--- src/rtl/spmv_sram_responder_if.sv ---
// Host-side access bus for spmv_sram_responder: address/strobes/write data in, read data out.
interface spmv_sram_responder_if #(
  parameter int unsigned DATA_LEN     = 32,
  parameter int unsigned N            = 8,
  parameter int unsigned ADDRESS_SIZE = 4
);
  localparam int unsigned W = DATA_LEN * N;

  logic [ADDRESS_SIZE-1:0] i_address;
  logic                    i_clken;
  logic                    i_chipselect;
  logic                    i_write;
  logic [W-1:0]            i_writedata;
  logic [W/8-1:0]          i_byteenable;
  logic [W-1:0]            o_readdata;

  modport master (
    output i_address, i_clken, i_chipselect, i_write, i_writedata, i_byteenable,
    input  o_readdata
  );

  modport slave (
    input  i_address, i_clken, i_chipselect, i_write, i_writedata, i_byteenable,
    output o_readdata
  );
endinterface

--- src/rtl/spmv_sram_responder.sv ---
// Word-wide SRAM responder: zero-fills all words after reset, then serves byte-masked accesses.
// Define SPMV_SRAM_RDW_NEW_DATA_EN to return the merged new word on a write (default: old word).
module spmv_sram_responder #(
  parameter int unsigned DATA_LEN     = 32,
  parameter int unsigned N            = 8,
  parameter int unsigned ADDRESS_SIZE = 4
) (
  input  logic                     i_clk,
  input  logic                     i_rst,
  spmv_sram_responder_if.slave     bus,
  output logic                     o_ready,
  output logic [15:0]              o_wr_count
);
  localparam int unsigned W     = DATA_LEN * N;
  localparam int unsigned Depth = 1 << ADDRESS_SIZE;
  localparam int unsigned BeW   = W / 8;

  typedef enum logic {StClear, StServe} state_e;

  state_e                  state_q, state_d;
  logic [ADDRESS_SIZE-1:0] clr_cnt_q, clr_cnt_d;
  logic [W-1:0]            rdata_q, rdata_d;
  logic [15:0]             wr_cnt_q, wr_cnt_d;
  logic [W-1:0]            mem_q [Depth];

  logic [W-1:0]            old_word, merged_word, mem_wdata;
  logic [ADDRESS_SIZE-1:0] mem_waddr;
  logic                    mem_we;

  assign old_word = mem_q[bus.i_address];

  always_comb begin
    merged_word = old_word;
    for (int k = 0; k < BeW; k++) begin
      if (bus.i_byteenable[k]) merged_word[8*k +: 8] = bus.i_writedata[8*k +: 8];
    end
  end

  always_comb begin
    state_d   = state_q;
    clr_cnt_d = clr_cnt_q;
    rdata_d   = rdata_q;
    wr_cnt_d  = wr_cnt_q;
    mem_we    = 1'b0;
    mem_waddr = bus.i_address;
    mem_wdata = merged_word;
    unique case (state_q)
      StClear: begin
        // Host accesses and i_clken are ignored while zero-filling.
        mem_we    = 1'b1;
        mem_waddr = clr_cnt_q;
        mem_wdata = '0;
        clr_cnt_d = clr_cnt_q + 1'b1;
        if (clr_cnt_q == {ADDRESS_SIZE{1'b1}}) state_d = StServe;
      end
      StServe: begin
        if (bus.i_clken && bus.i_chipselect) begin
          rdata_d = old_word;
          if (bus.i_write) begin
            mem_we = 1'b1;
            if (wr_cnt_q != 16'hFFFF) wr_cnt_d = wr_cnt_q + 16'd1;
`ifdef SPMV_SRAM_RDW_NEW_DATA_EN
            rdata_d = merged_word;
`else
            rdata_d = old_word;
`endif
          end
        end
      end
      default: state_d = StClear;
    endcase
  end

  always_ff @(posedge i_clk) begin
    if (i_rst) begin
      state_q   <= StClear;
      clr_cnt_q <= '0;
      rdata_q   <= '0;
      wr_cnt_q  <= '0;
    end else begin
      state_q   <= state_d;
      clr_cnt_q <= clr_cnt_d;
      rdata_q   <= rdata_d;
      wr_cnt_q  <= wr_cnt_d;
    end
  end

  // Storage has no reset; the CLEAR sweep provides the zero contents.
  always_ff @(posedge i_clk) begin
    if (mem_we && !i_rst) mem_q[mem_waddr] <= mem_wdata;
  end

  assign bus.o_readdata = rdata_q;
  assign o_ready        = (state_q == StServe);
  assign o_wr_count     = wr_cnt_q;
endmodule

--- src/flat_wrapper.sv ---
// flat-port wrapper written by rule: the top's interface ports become plain ports
module spmv_sram_responder_flat 
#(
  parameter int unsigned DATA_LEN     = 32,
  parameter int unsigned N            = 8,
  parameter int unsigned ADDRESS_SIZE = 4
)
  (i_clk, i_rst, o_ready, o_wr_count, bus_i_address, bus_i_clken, bus_i_chipselect, bus_i_write, bus_i_writedata, bus_i_byteenable, bus_o_readdata);
  spmv_sram_responder_if #(.DATA_LEN(DATA_LEN), .N(N), .ADDRESS_SIZE(ADDRESS_SIZE)) bus_i ();
  input  logic i_clk;
  input  logic i_rst;
  output logic o_ready;
  output logic [15:0] o_wr_count;
  input wire logic [$bits(bus_i.i_address)-1:0] bus_i_address;
  input wire logic [$bits(bus_i.i_clken)-1:0] bus_i_clken;
  input wire logic [$bits(bus_i.i_chipselect)-1:0] bus_i_chipselect;
  input wire logic [$bits(bus_i.i_write)-1:0] bus_i_write;
  input wire logic [$bits(bus_i.i_writedata)-1:0] bus_i_writedata;
  input wire logic [$bits(bus_i.i_byteenable)-1:0] bus_i_byteenable;
  output wire logic [$bits(bus_i.o_readdata)-1:0] bus_o_readdata;
  assign bus_i.i_address = bus_i_address;
  assign bus_i.i_clken = bus_i_clken;
  assign bus_i.i_chipselect = bus_i_chipselect;
  assign bus_i.i_write = bus_i_write;
  assign bus_i.i_writedata = bus_i_writedata;
  assign bus_i.i_byteenable = bus_i_byteenable;
  assign bus_o_readdata = bus_i.o_readdata;
  spmv_sram_responder #(.DATA_LEN(DATA_LEN), .N(N), .ADDRESS_SIZE(ADDRESS_SIZE)) u_core (.i_clk(i_clk), .i_rst(i_rst), .bus(bus_i), .o_ready(o_ready), .o_wr_count(o_wr_count));
endmodule
--- config.mk ---
export PLATFORM = sky130hd
export DESIGN_NAME = spmv_sram_responder_flat
export DESIGN_NICKNAME = d
export VERILOG_FILES = /design/src/rtl/spmv_sram_responder_if.sv /design/src/rtl/spmv_sram_responder.sv /design/src/flat_wrapper.sv
export SDC_FILE = /design/constraint.sdc
export NUM_CORES = 2
export LEC_CHECK = 0
export ABC_CLOCK_PERIOD_IN_PS = 13000
export CORE_MARGIN = 1.5
export CORE_UTILIZATION = 50
export CTS_CLUSTER_SIZE = 14
export DETAILED_ROUTE_END_ITERATION = 10
export GPL_ROUTABILITY_DRIVEN = 0
export HOLD_SLACK_MARGIN = 0.05
export PLACE_DENSITY = 0.66
export REMOVE_ABC_BUFFERS = 1
export SYNTH_ARGS = -nofsm -noshare
export SYNTH_HDL_FRONTEND = slang
export SYNTH_SLANG_ARGS = --single-unit
--- constraint.sdc ---
create_clock -name i_clk -period 13 [get_ports i_clk]
set_clock_uncertainty 0.1 [all_clocks]
set_input_delay 1.3 -clock i_clk [delete_from_list [all_inputs] [get_ports i_clk]]
set_output_delay 1.3 -clock i_clk [all_outputs]
set_load 0.05 [all_outputs]
After elaboration in Yosys (flattened, before gate mapping)
Memory sizes are Yosys's and may differ from the RTL's.
Index checks and enable logic that the tools add are counted.
{"block": "word_totals", "reg_bits": 277, "latchBits": 0, "mem_bits_rw": 4096, "rom_bits": 0, "in_bits": 297, "mem_count": 1}
{"memory": "u_core.mem_q", "depth": 16, "width": 256, "read_ports": 1, "rd_ports_with_merged_regs": 0, "write_ports": 1, "line_no": "spmv_sram_responder.sv:24", "source": "logic [W-1:0] mem_q [Depth];"}
{"block": "classes", "addsub": 2, "n_mul": 0, "n_div": 0, "n_lt_le_gt_ge": 0, "eq_ne": 2, "shifts": 0, "n_mux": 41, "bitwise_logic": 1, "n_reduce_logical": 5}
{"cell": "256-bit two-way mux", "n": 1}
{"cell": "8-bit two-way mux", "n": 32}
{"cell": "16-bit by 1-bit adder with 16-bit output, second input constant", "n": 1}
{"cell": "16-bit inequality test, second input constant", "n": 1}
{"cell": "1-bit two-way mux", "n": 6}
{"cell": "4-bit by 1-bit adder with 4-bit output, second input constant", "n": 1}
{"cell": "4-bit == test, second input constant", "n": 1}
{"cell": "4-bit two-way mux", "n": 1}
{"cell": "4-bit AND reduction", "n": 1}
{"cell": "1-bit logical AND", "n": 2}
{"cell": "1-bit case mux with 2 select lines", "n": 1}
{"cell": "2-bit AND reduction", "n": 1}
{"cell": "1-bit logical NOT", "n": 1}
{"cell": "1-bit NOT", "n": 1}

Depth between registers and ports, before layout
{"block": "depth", "word_depth": 6, "ltp_mapped": 9, "depth_no_buf": 6}

Worst setup path before layout
Ideal clock, no wire load.
{"block": "synth_timing", "path_kind": "input to register", "start": "in bus_i_address[3]", "end": "mem u_core.mem_q[14][0] (netlist bit) (enable)", "setup_ns": 0.879, "arrival_ns": 13.089, "required_time_ns": 12.021, "slack_ns": -1.068, "stages": 9, "path_cell_list": "buf_2 -> buf_2 -> buf_2 -> buf_2 -> buf_2 -> nand3_1 -> o21ai_0 -> nand2_1 -> nor2_1"}
{"block": "synth_between", "elab_chain_cells": 1}
{"element": "from (decl)", "line_no": "flat_wrapper.sv:14", "source": "input wire logic [$bits(bus_i.i_address)-1:0] bus_i_address;"}
{"element": "4-bit two-way mux", "line_no": "spmv_sram_responder.sv:47", "source": "unique case (state_q)"}
{"element": "to (decl)", "line_no": "spmv_sram_responder.sv:24"}
Every way passes these cells.

Worst setup path in the final report
{"block": "layout_timing", "start": "in bus_i_address[1]", "end": "mem u_core.mem_q[8][153] (netlist bit), data pin"}
{"block": "layout_between", "elab_chain_cells": 3}
{"element": "memory 16 x 256 bit"}
{"element": "8-bit two-way mux", "line_no": "spmv_sram_responder.sv:35", "source": "if (bus.i_byteenable[k]) merged_word[8*k +: 8] = bus.i_writedata[8*k +: 8];"}
{"element": "256-bit two-way mux", "line_no": "spmv_sram_responder.sv:47"}
{"element": "via u_core.mem_wdata[153]", "line_no": "spmv_sram_responder.sv:26", "source": "logic [W-1:0] old_word, merged_word, mem_wdata;"}
The timed path passes the listed nets, and every way through them passes these cells.

==> results_dict.tcl <==
set metrics [dict create \
    area_growth_pct 15.3 \
    die_h_um 577 \
    overflow 0 \
    die_area_um2 333000 \
    port-buffer-count 569 \
    fmax_mhz 172 \
    pwr-share-comb_pct 4.2 \
    cap_violations 0 \
    required_ns 13.52 \
    power_frac_clock_pct 43.4 \
    synth_area_per_cell_um2 21.9 \
    cts_tree "built" \
    r2r_setup_slack_ns 7.47 \
    antenna_left 0 \
    finalNetCount 8519 \
    min_to "u_core.bus.o_readdata[49]$_SDFFE_PP0P_" \
    firstDrtPassIters 5 \
    grtUsageTotal_pct 26.3 \
    ctsHoldBuffers 0 \
    pre_cts_ws_ns 6.02 \
    rr_worst_depth 6 \
    power.switching_fraction_pct 20.9 \
    fin_util_pct 58.0 \
    synthTopCellsByArea "edfxtp_1, mux4_2, dfxtp_1" \
    end_kind "flip-flop" \
    antenna_found_initial 23 \
    grt_max_degree 157 \
    worst_pin_slew_ns 1.28 \
    power.switching_mw 6.12 \
    powerDensity_nw_per_um2 154 \
    drive_above_1_share_pct 21.5 \
    yosysUniqueCellTypes 38 \
    period_minus_slack_ns 5.82 \
    layout_common_cells "edfxtp_1, mux4_2, clkdlybuf4s50_1" \
    hold_depth 2 \
    leakagePower_nw 63.6 \
    setup_slack_ns 7.18 \
    cts_root_buf "clkbuf_16" \
    final-hold-violation-count 0 \
    rsz0062_at_grt "false" \
    drtIter0Drc 11400 \
    ios 570 \
    cts_resized 0 \
    crit_path_max_fanout 105 \
    relSlewSlack_pct 13.8 \
    clk_latency_ns 0.97 \
    p_seq_share_pct 52.5 \
    grt_pass1_vias 84900 \
    htree_levels 5 \
    die_w_um 577 \
    final_common_cell "edfxtp_1" \
    cts_buffers 439 \
    syn-cell-area_um2 165000 \
    internal_power_mw 23.2 \
    clock_path_buffers 4 \
    routed_wl_um 442000 \
    ys_seq_area_share_pct 78.0 \
    hold_path.class "reg2reg" \
    drc 0 \
    grt_pass1_wl_um 625000 \
    setup-tns-final_ns 0 \
    fin_crit_sh_pct 44.8 \
    rows 210 \
    initial_core_util_pct 50.3 \
    syn_inst 7523 \
    crit_type "in2reg" \
    netlist.area_leader.share_pct 74.6 \
    dp_hpwl_um 228000 \
    cts_setup_buffers 0 \
    clock-sinks 4373 \
    yosys_register_bits 4373 \
    status "finished, final reports clean" \
    vias 83500 \
    ys_warn_count 0 \
    coreArea_um2 328000 \
    yosysTopAreaCell "edfxtp_1" \
    reg2reg_from "u_core.o_ready$_SDFF_PP0_" \
    via_per_inst 6.45 \
    vdd_drop_max_v 0.000126 \
    rr_endpoint "u_core.mem_q[2][220]$_DFFE_PP_" \
    clk_pin_slew_ns 0.06 \
    start_kind "primary input" \
    slew_viol_final 0 \
    critPathArrivalTime_ns 6.35 \
    hp-start "u_core.bus.o_readdata[49]$_SDFFE_PP0P_" \
    report.final.setup_viol 0 \
    wl_per_cell_um 34.1 \
]
[how the worst max path moves through the flow]
stage	start	to	slack [ns]	depth (start not counted)
2_1_floorplan	bus_i_address[0]	u_core.mem_q[2][0]$_DFFE_PP_	-4.94	3
6_report	bus_i_address[1]	u_core.mem_q[8][153]$_DFFE_PP_	7.18	9
3_5_place_dp	bus_i_address[1]	u_core.mem_q[8][153]$_DFFE_PP_	6.02	9
5_1_grt	bus_i_address[1]	u_core.mem_q[5][25]$_DFFE_PP_	6.70	9
3_3_place_gp	bus_i_address[1]	u_core.mem_q[11][152]$_DFFE_PP_	6.05	9
4_1_cts	bus_i_address[1]	u_core.mem_q[8][153]$_DFFE_PP_	7.04	9
[metal layers]
metal	routed length [um]	share of wire, %	vias up	GRT usage [%]
li1	-	-	33400	-
met1	176000	40	44900	37.7
met2	211000	48	4562	41.6
met3	42100	9.5	609	4.83
met4	12500	2.8	6	7.70
met5	32	0.0072	-	0
[metrics by stage]
step                      power [mW]  std cells  hold WS (ns)  area (um^2)
after floorplan                 16.3       7047         0.444       163000
after global placement          16.9      12100         0.347       176000
after detailed placement        16.9      12100         0.343       176000
after CTS                       29.5      13000         0.363       190000
after global routing            30.1      13000         0.382       190000
final                           29.3      13000         0.368       190000
[sequential cells by signal (all words and copies together) (netlist names)]
name	cells
u_core.mem_q	4096
u_core.o_wr_count	16
u_core.bus.o_readdata	256
u_core.clr_cnt_q	4
u_core.o_ready	1
[logic make-up (layout without fill, tap and decap cells)]
kind of cell    count (synthesis)  after routing  share of synthesized area [%]
flops                        4373           4373                           78.0
fa+ha+maj                       2              2                         0.0152
xor+xnor                       15             15                         0.0797
simple gates                  561            561                           1.52
buf+inv                       477           1560                           1.38
mux                          1062           1062                           14.0
compound gates               1033           1033                           5.05
other cells                     0             10                              0
[cell type report]
class                   count  area (um^2)
clock buffers             598        12100
clock inverters           229         2440
well taps                4346         5440
repair buffers            732         7290
multi-input cells        2673        34300
flip-flops and latches   4373       129000
diodes                     10         25.0
inverters                   1         3.75
fillers                 23200       137000
[Yosys cell counts]
cell type     n
nand4_1       6
mux4_2      996
o31ai_1      14
nand4b_1      2
xnor2_1       9
and2_1       60
a31oi_1       4
a21boi_1      6
buf_2       137
nand3_1      39
o41ai_2       5
nand2_1     345
inv_1         1
clkbuf_1    232
and3_1        5
dfxtp_1     277
nor2b_1      45
nor2_1       43
buf_6        25
nor3b_1       4
buf_4        34
ha_1          2
edfxtp_1   4096
buf_1        48
o21ai_1       1
o2111a_1      1
a211oi_1      9
nor3_1        7
a21boi_0      1
and4_1        4
a22o_1      452
and3b_1       1
a21oi_1      15
o21ai_0       3
o41ai_1       9
xor2_1        6
mux2i_1      66
a22oi_1     513
[worst max-delay path, cell delays in order]
cell	delay, ns
buf_8	0.43
buf_12	0.57
buf_4	0.89
buf_12	0.67
buf_4	0.74
mux4_2	0.60
a22oi_1	0.22
nand2_1	0.12
a22o_1	0.37
[power by group through the flow]
stage	clock (mW)	sequential [mW]	combinational, mW
2_1_floorplan	0	15.7	0.599
3_3_place_gp	0	15.7	1.22
6_report	12.7	15.4	1.22
3_5_place_dp	0	15.7	1.23
5_1_grt	13.4	15.4	1.29
4_1_cts	12.9	15.4	1.23
No activity file was read; power rests on OpenSTA's default activity.
